**src/rtl/reg_read_stage_pkg.sv**
```systemverilog
// Shared widths and the operand bundle carried from register read to execute.
package reg_read_stage_pkg;

    localparam int XLEN      = 32;
    localparam int NUM_PREGS = 64;
    localparam int PREG_W    = $clog2(NUM_PREGS);
    localparam int NUM_FUS   = 4;
    localparam int UOP_W     = 40;

    typedef struct packed {
        logic [UOP_W-1:0]  uop;
        logic [XLEN-1:0]   src1_val;
        logic [XLEN-1:0]   src2_val;
        logic [PREG_W-1:0] dst_reg;
        logic              dst_vld;
    } rr_entry_t;

    typedef enum logic [1:0] {
        RR_EMPTY = 2'd0,
        RR_ONE   = 2'd1,
        RR_TWO   = 2'd2
    } rr_state_e;

endpackage

```
**src/rtl/reg_read_stage_wb_bypass_mux.sv**
```systemverilog
// Resolves one source operand against the writeback buses the register
// file has not yet committed; p0 is hardwired to zero.
module wb_bypass_mux
    import reg_read_stage_pkg::*;
(
    input  logic [PREG_W-1:0]         src_reg,
    input  logic [XLEN-1:0]           prf_val,
    input  logic [NUM_FUS-1:0]        wb_valid,
    input  logic [NUM_FUS*PREG_W-1:0] wb_dst_reg,
    input  logic [NUM_FUS*XLEN-1:0]   wb_val,
    output logic [XLEN-1:0]           src_val
);

    always_comb begin
        src_val = prf_val;
        // Walk downward so the lowest-index matching FU wins.
        for (int k = NUM_FUS - 1; k >= 0; k--) begin
            if (wb_valid[k] &&
                wb_dst_reg[k*PREG_W +: PREG_W] == src_reg) begin
                src_val = wb_val[k*XLEN +: XLEN];
            end
        end
        if (src_reg == '0) begin
            src_val = '0;
        end
    end

endmodule

```
**src/rtl/reg_read_stage.sv**
```systemverilog
// Register-read lane: PRF read plus writeback bypass, feeding execute
// through a main/skid pair so iss_ready comes straight from a flop.
module reg_read_stage
    import reg_read_stage_pkg::*;
(
    input  logic                      clk,
    input  logic                      rst,
    input  logic                      flush,
    input  logic                      iss_valid,
    output logic                      iss_ready,
    input  logic [UOP_W-1:0]          iss_uop,
    input  logic [PREG_W-1:0]         iss_src1_reg,
    input  logic [PREG_W-1:0]         iss_src2_reg,
    input  logic [PREG_W-1:0]         iss_dst_reg,
    input  logic                      iss_dst_vld,
    output logic [PREG_W-1:0]         prf_src1_reg,
    output logic [PREG_W-1:0]         prf_src2_reg,
    input  logic [XLEN-1:0]           prf_src1_val,
    input  logic [XLEN-1:0]           prf_src2_val,
    input  logic [NUM_FUS-1:0]        wb_valid,
    input  logic [NUM_FUS*PREG_W-1:0] wb_dst_reg,
    input  logic [NUM_FUS*XLEN-1:0]   wb_val,
    output logic                      ex_valid,
    input  logic                      ex_ready,
    output logic [UOP_W-1:0]          ex_uop,
    output logic [XLEN-1:0]           ex_src1_val,
    output logic [XLEN-1:0]           ex_src2_val,
    output logic [PREG_W-1:0]         ex_dst_reg,
    output logic                      ex_dst_vld
);

    rr_state_e state_q, state_d;
    rr_entry_t m_q, m_d;
    rr_entry_t s_q, s_d;
    logic      iss_ready_q, iss_ready_d;

    logic [XLEN-1:0] src1_val;
    logic [XLEN-1:0] src2_val;
    rr_entry_t       new_entry;
    logic            acc;
    logic            done;

    assign prf_src1_reg = iss_src1_reg;
    assign prf_src2_reg = iss_src2_reg;

    wb_bypass_mux u_byp1 (
        .src_reg    (iss_src1_reg),
        .prf_val    (prf_src1_val),
        .wb_valid   (wb_valid),
        .wb_dst_reg (wb_dst_reg),
        .wb_val     (wb_val),
        .src_val    (src1_val)
    );

    wb_bypass_mux u_byp2 (
        .src_reg    (iss_src2_reg),
        .prf_val    (prf_src2_val),
        .wb_valid   (wb_valid),
        .wb_dst_reg (wb_dst_reg),
        .wb_val     (wb_val),
        .src_val    (src2_val)
    );

    assign new_entry = '{
        uop:      iss_uop,
        src1_val: src1_val,
        src2_val: src2_val,
        dst_reg:  iss_dst_reg,
        dst_vld:  iss_dst_vld
    };

    assign ex_valid = (state_q != RR_EMPTY);
    assign acc      = iss_valid && iss_ready_q && !flush;
    assign done     = ex_valid && ex_ready;

    always_comb begin
        state_d = state_q;
        m_d     = m_q;
        s_d     = s_q;
        unique case (state_q)
            RR_EMPTY: begin
                if (acc) begin
                    state_d = RR_ONE;
                    m_d     = new_entry;
                end
            end
            RR_ONE: begin
                if (acc && done) begin
                    m_d = new_entry;
                end else if (acc) begin
                    state_d = RR_TWO;
                    s_d     = new_entry;
                end else if (done) begin
                    state_d = RR_EMPTY;
                end
            end
            RR_TWO: begin
                if (done) begin
                    state_d = RR_ONE;
                    m_d     = s_q;
                end
            end
            default: state_d = RR_EMPTY;
        endcase
        if (flush) begin
            state_d = RR_EMPTY;
        end
        iss_ready_d = (state_d != RR_TWO);
    end

    always_ff @(posedge clk) begin
        if (!rst) begin
            state_q     <= RR_EMPTY;
            m_q         <= '0;
            s_q         <= '0;
            iss_ready_q <= 1'b1;
        end else begin
            state_q     <= state_d;
            m_q         <= m_d;
            s_q         <= s_d;
            iss_ready_q <= iss_ready_d;
        end
    end

    assign iss_ready   = iss_ready_q;
    assign ex_uop      = m_q.uop;
    assign ex_src1_val = m_q.src1_val;
    assign ex_src2_val = m_q.src2_val;
    assign ex_dst_reg  = m_q.dst_reg;
    assign ex_dst_vld  = m_q.dst_vld;

endmodule

```
**config.mk**
```make
export PLATFORM = sky130hd
export DESIGN_NAME = reg_read_stage
export DESIGN_NICKNAME = d
export VERILOG_FILES = /design/src/rtl/reg_read_stage_pkg.sv /design/src/rtl/reg_read_stage_wb_bypass_mux.sv /design/src/rtl/reg_read_stage.sv
export SDC_FILE = /design/constraint.sdc
export NUM_CORES = 1
export LEC_CHECK = 0
export BUFFER_PORTS_ARGS = -buffer_cell sky130_fd_sc_hd__buf_2
export CORE_MARGIN = 2
export CORE_UTILIZATION = 44
export DETAILED_ROUTE_END_ITERATION = 8
export PLACE_DENSITY = 0.73
export SLEW_MARGIN = 5
export SYNTH_ARGS = -nofsm -noshare
export SYNTH_HDL_FRONTEND = slang
export SYNTH_SLANG_ARGS = --single-unit
```
**constraint.sdc**
```tcl
create_clock -name clk -period 3.25 [get_ports clk]
set_clock_uncertainty 0.15 [all_clocks]
set_input_delay 0.1625 -clock clk [delete_from_list [all_inputs] [get_ports clk]]
set_output_delay 0.1625 -clock clk [all_outputs]
set_load 0.01 [all_outputs]
```
==> results_dict.tcl <==
set metrics [dict create \
    status "finished clean" \
    final_area_sq_um 17100 \
    slew_headroom_pct 30.7 \
    track_usage_pct 34.9 \
    area_growth_pct 33.0 \
    post_cts_buffers 0 \
    grt_max_degree 158 \
    drcViolationCount 0 \
    synth.top_cell.area_share_pct 35.0 \
    max_cap_viol_count 0 \
    synth_compound_area_share_pct 28.1 \
    end_kind "flop" \
    yosys.area.top_type "dfxtp_1" \
    finalWorstSetupSlack_ns 0.573 \
    leakagePower_nw 6.93 \
    fp.dieH_um 175 \
    arrival_ns 2.95 \
    setup_tns_ns 0 \
    slew_violations 0 \
    postLayoutCoreUtil_pct 59.4 \
    cts_buffers 25 \
    crit_path_start_kind "flop" \
    cp_data_required_time_ns 3.52 \
    ir_drop_mv 0.371 \
    path_clk_slew_ns 0.06 \
    place_ws_ns 0.662 \
    r2r-start "state_q[1]" \
    start_util_pct 44.7 \
    cts_sinks 225 \
    synth-seq-cells 225 \
    synth_fa_ha_area_share_pct 0 \
    finalSetupViolations 0 \
    hold_class "input port to flop" \
    hold_slack_ns 0.0177 \
    grt_pass1_wl_mm 84.7 \
    rows 62 \
    synth_fp_nets 2031 \
    regToRegSetupSlack_ns 0.57 \
    syn_avg_cell_area_sq_um 7.36 \
    worst-setup-path-type "flop to flop" \
    largest_register_ffs 111 \
    synth_top_family_by_area "compound AO/OA/AOI/OAI gates" \
    dp_cells 2390 \
    fillers 2624 \
    r2r-end "ex_src2_val[26]" \
    netlist-cell-type-count 50 \
    hpwl_mm 38.4 \
    synth-main-ff-cell "dfxtp_1" \
    final_common_cell "buf_2" \
    route.vias.total 15700 \
    synth.area.top_cells "dfxtp_1 35%, nand2_1 11%, a221oi_1 6.1%, a21oi_1 5.1%, o211ai_1 4.7%" \
    worst-path-max-fanout 45 \
    synth_seq_area_share_pct 35.0 \
    rsz0062_at_grt "false" \
    core-area_sq_um 28800 \
    worstMarginPinSlew_ns 1.04 \
    io_pins 409 \
    die_w_um 175 \
    cts_resized 0 \
    ys_warn_count 0 \
    firstDrtPassIters 6 \
    vias_per_cell 6.16 \
    postSynthCellCount 1747 \
    crit_start "state_q[1]" \
    grt_pass1_vias 14900 \
    synth_xor_xnor_area_share_pct 3.38 \
    htreeDepth 1 \
    dpl_cell_area_sq_um 15100 \
    crit_end "ex_src2_val[26]" \
    cts_buffer_depth 3 \
    top_register "s_q" \
    synth_area_sq_um 12900 \
    fmax_mhz 374 \
    synth_edf_count 0 \
    ant_nets 0 \
    final_cells 2553 \
    power.density_nw_per_um2 432 \
    wl_per_cell_um 21.9 \
    die_area_sq_um 30600 \
    holdBufCountCts 114 \
    p_total_mw 7.39 \
    routed_wirelength_mm 55.9 \
    antenna_found_initial 6 \
    drive_gt1_share_pct 25.5 \
    final_nets 2431 \
    layout_min_cycle_time_ns 2.68 \
    whs_path_depth 5 \
    mostFrequentLayoutCells "408 x buf_2, 375 x nand2_1, 225 x dfxtp_1" \
    worst-r2r-cell-count 5 \
    synth.mux.area_fraction_pct 3.96 \
    fin_crit_sh_pct 82.4 \
    port_buffers 408 \
    gp_congestion 0.984 \
    ys_async_sr_fraction_pct 0 \
    finalHoldViolations 0 \
    grt-ovfl-total 0 \
    cts_root_buf "clkbuf_16" \
    drt_iter0_markers 1745 \
    worst_skew_pair.late_latency_ns 0.52 \
    yosys.area_share.simple_pct 22.1 \
    cts_tree "done" \
]
metal layers:
metal	vias up	global-route usage (%)	wire length, um
met1	7321	42.9	20700
met4	2	19.1	3470
met5	-	0	13
li1	7129	-	-
met2	1069	57.1	25800
met3	203	7.14	5980
critical path, cell delays in order (launching register included):
cell and delay, ns:
dfxtp_1 0.41, nor4_1 0.65, a21o_4 0.48, buf_12 0.29, o211ai_1 0.17, a221oi_1 0.34
cell type report:
type	instances	area, sq um	area share, %
Tap cell	384	480	2.81
Clock inverter	11	190	1.11
Inverter	22	85.1	0.497
Sequential cell	225	4500	26.3
Timing Repair Buffer	572	3670	21.5
Antenna cell	6	15.0	0.0878
Multi-Input combinational cell	1301	7470	43.7
Clock buffer	32	682	3.99
synthesized netlist by cell type, types with 2 or more instances:
library cell  instances
or3_1                 6
nand2b_1              3
buf_4                16
a311oi_2              3
xor2_1               15
mux2i_1               7
mux2_2               36
inv_1                20
nand4_1               5
o211ai_1             81
and4_1                2
xnor2_2               2
a221oi_1             89
a21oi_1             131
buf_6                 3
nand2_1             375
and3_1                2
buf_1                 6
o21ai_1              47
a221o_1               6
a21o_1                8
nor2b_1               2
nor2_1               90
o21ai_0              76
and2_1                2
nand3b_1              5
a211o_1               7
a311oi_1             52
nand3_1              94
mux2_1                3
buf_2                31
xnor2_1              31
clkbuf_1            143
nor4_1                9
nor3_1               62
clkinv_1              2
a31oi_1              38
dfxtp_1             225
cell families (layout without fill, tap and decap cells):
family	after synthesis	count (layout)
buffers and inverters	221	637
and+or+nand+nor	665	665
DFF	225	225
xor gates and xnor gates	48	48
other	0	6
AOI/OAI and AO/OA	542	542
muxes	46	46
worst min-delay path by stage:
| stage | end | from |
|---|---|---|
| 6_report | s_q[60] | wb_val[117] |
| 5_1_grt | s_q[42] | wb_val[67] |
| 4_1_cts | s_q[59] | wb_val[84] |
| 3_5_place_dp | s_q[107] | iss_uop[36] |
| 3_3_place_gp | s_q[4] | iss_dst_reg[3] |
| 2_1_floorplan | iss_ready | ex_ready |
where the power goes:
part	internal, mW	leakage, nW	switching, mW	total [mW]
Clock	1.87	0.426	1.17	3.05
Combinational	0.574	4.67	0.827	1.40
Sequential	2.87	1.83	0.0724	2.94
Total	5.32	6.93	2.07	7.39
Power figures use the tool's default switching activity.
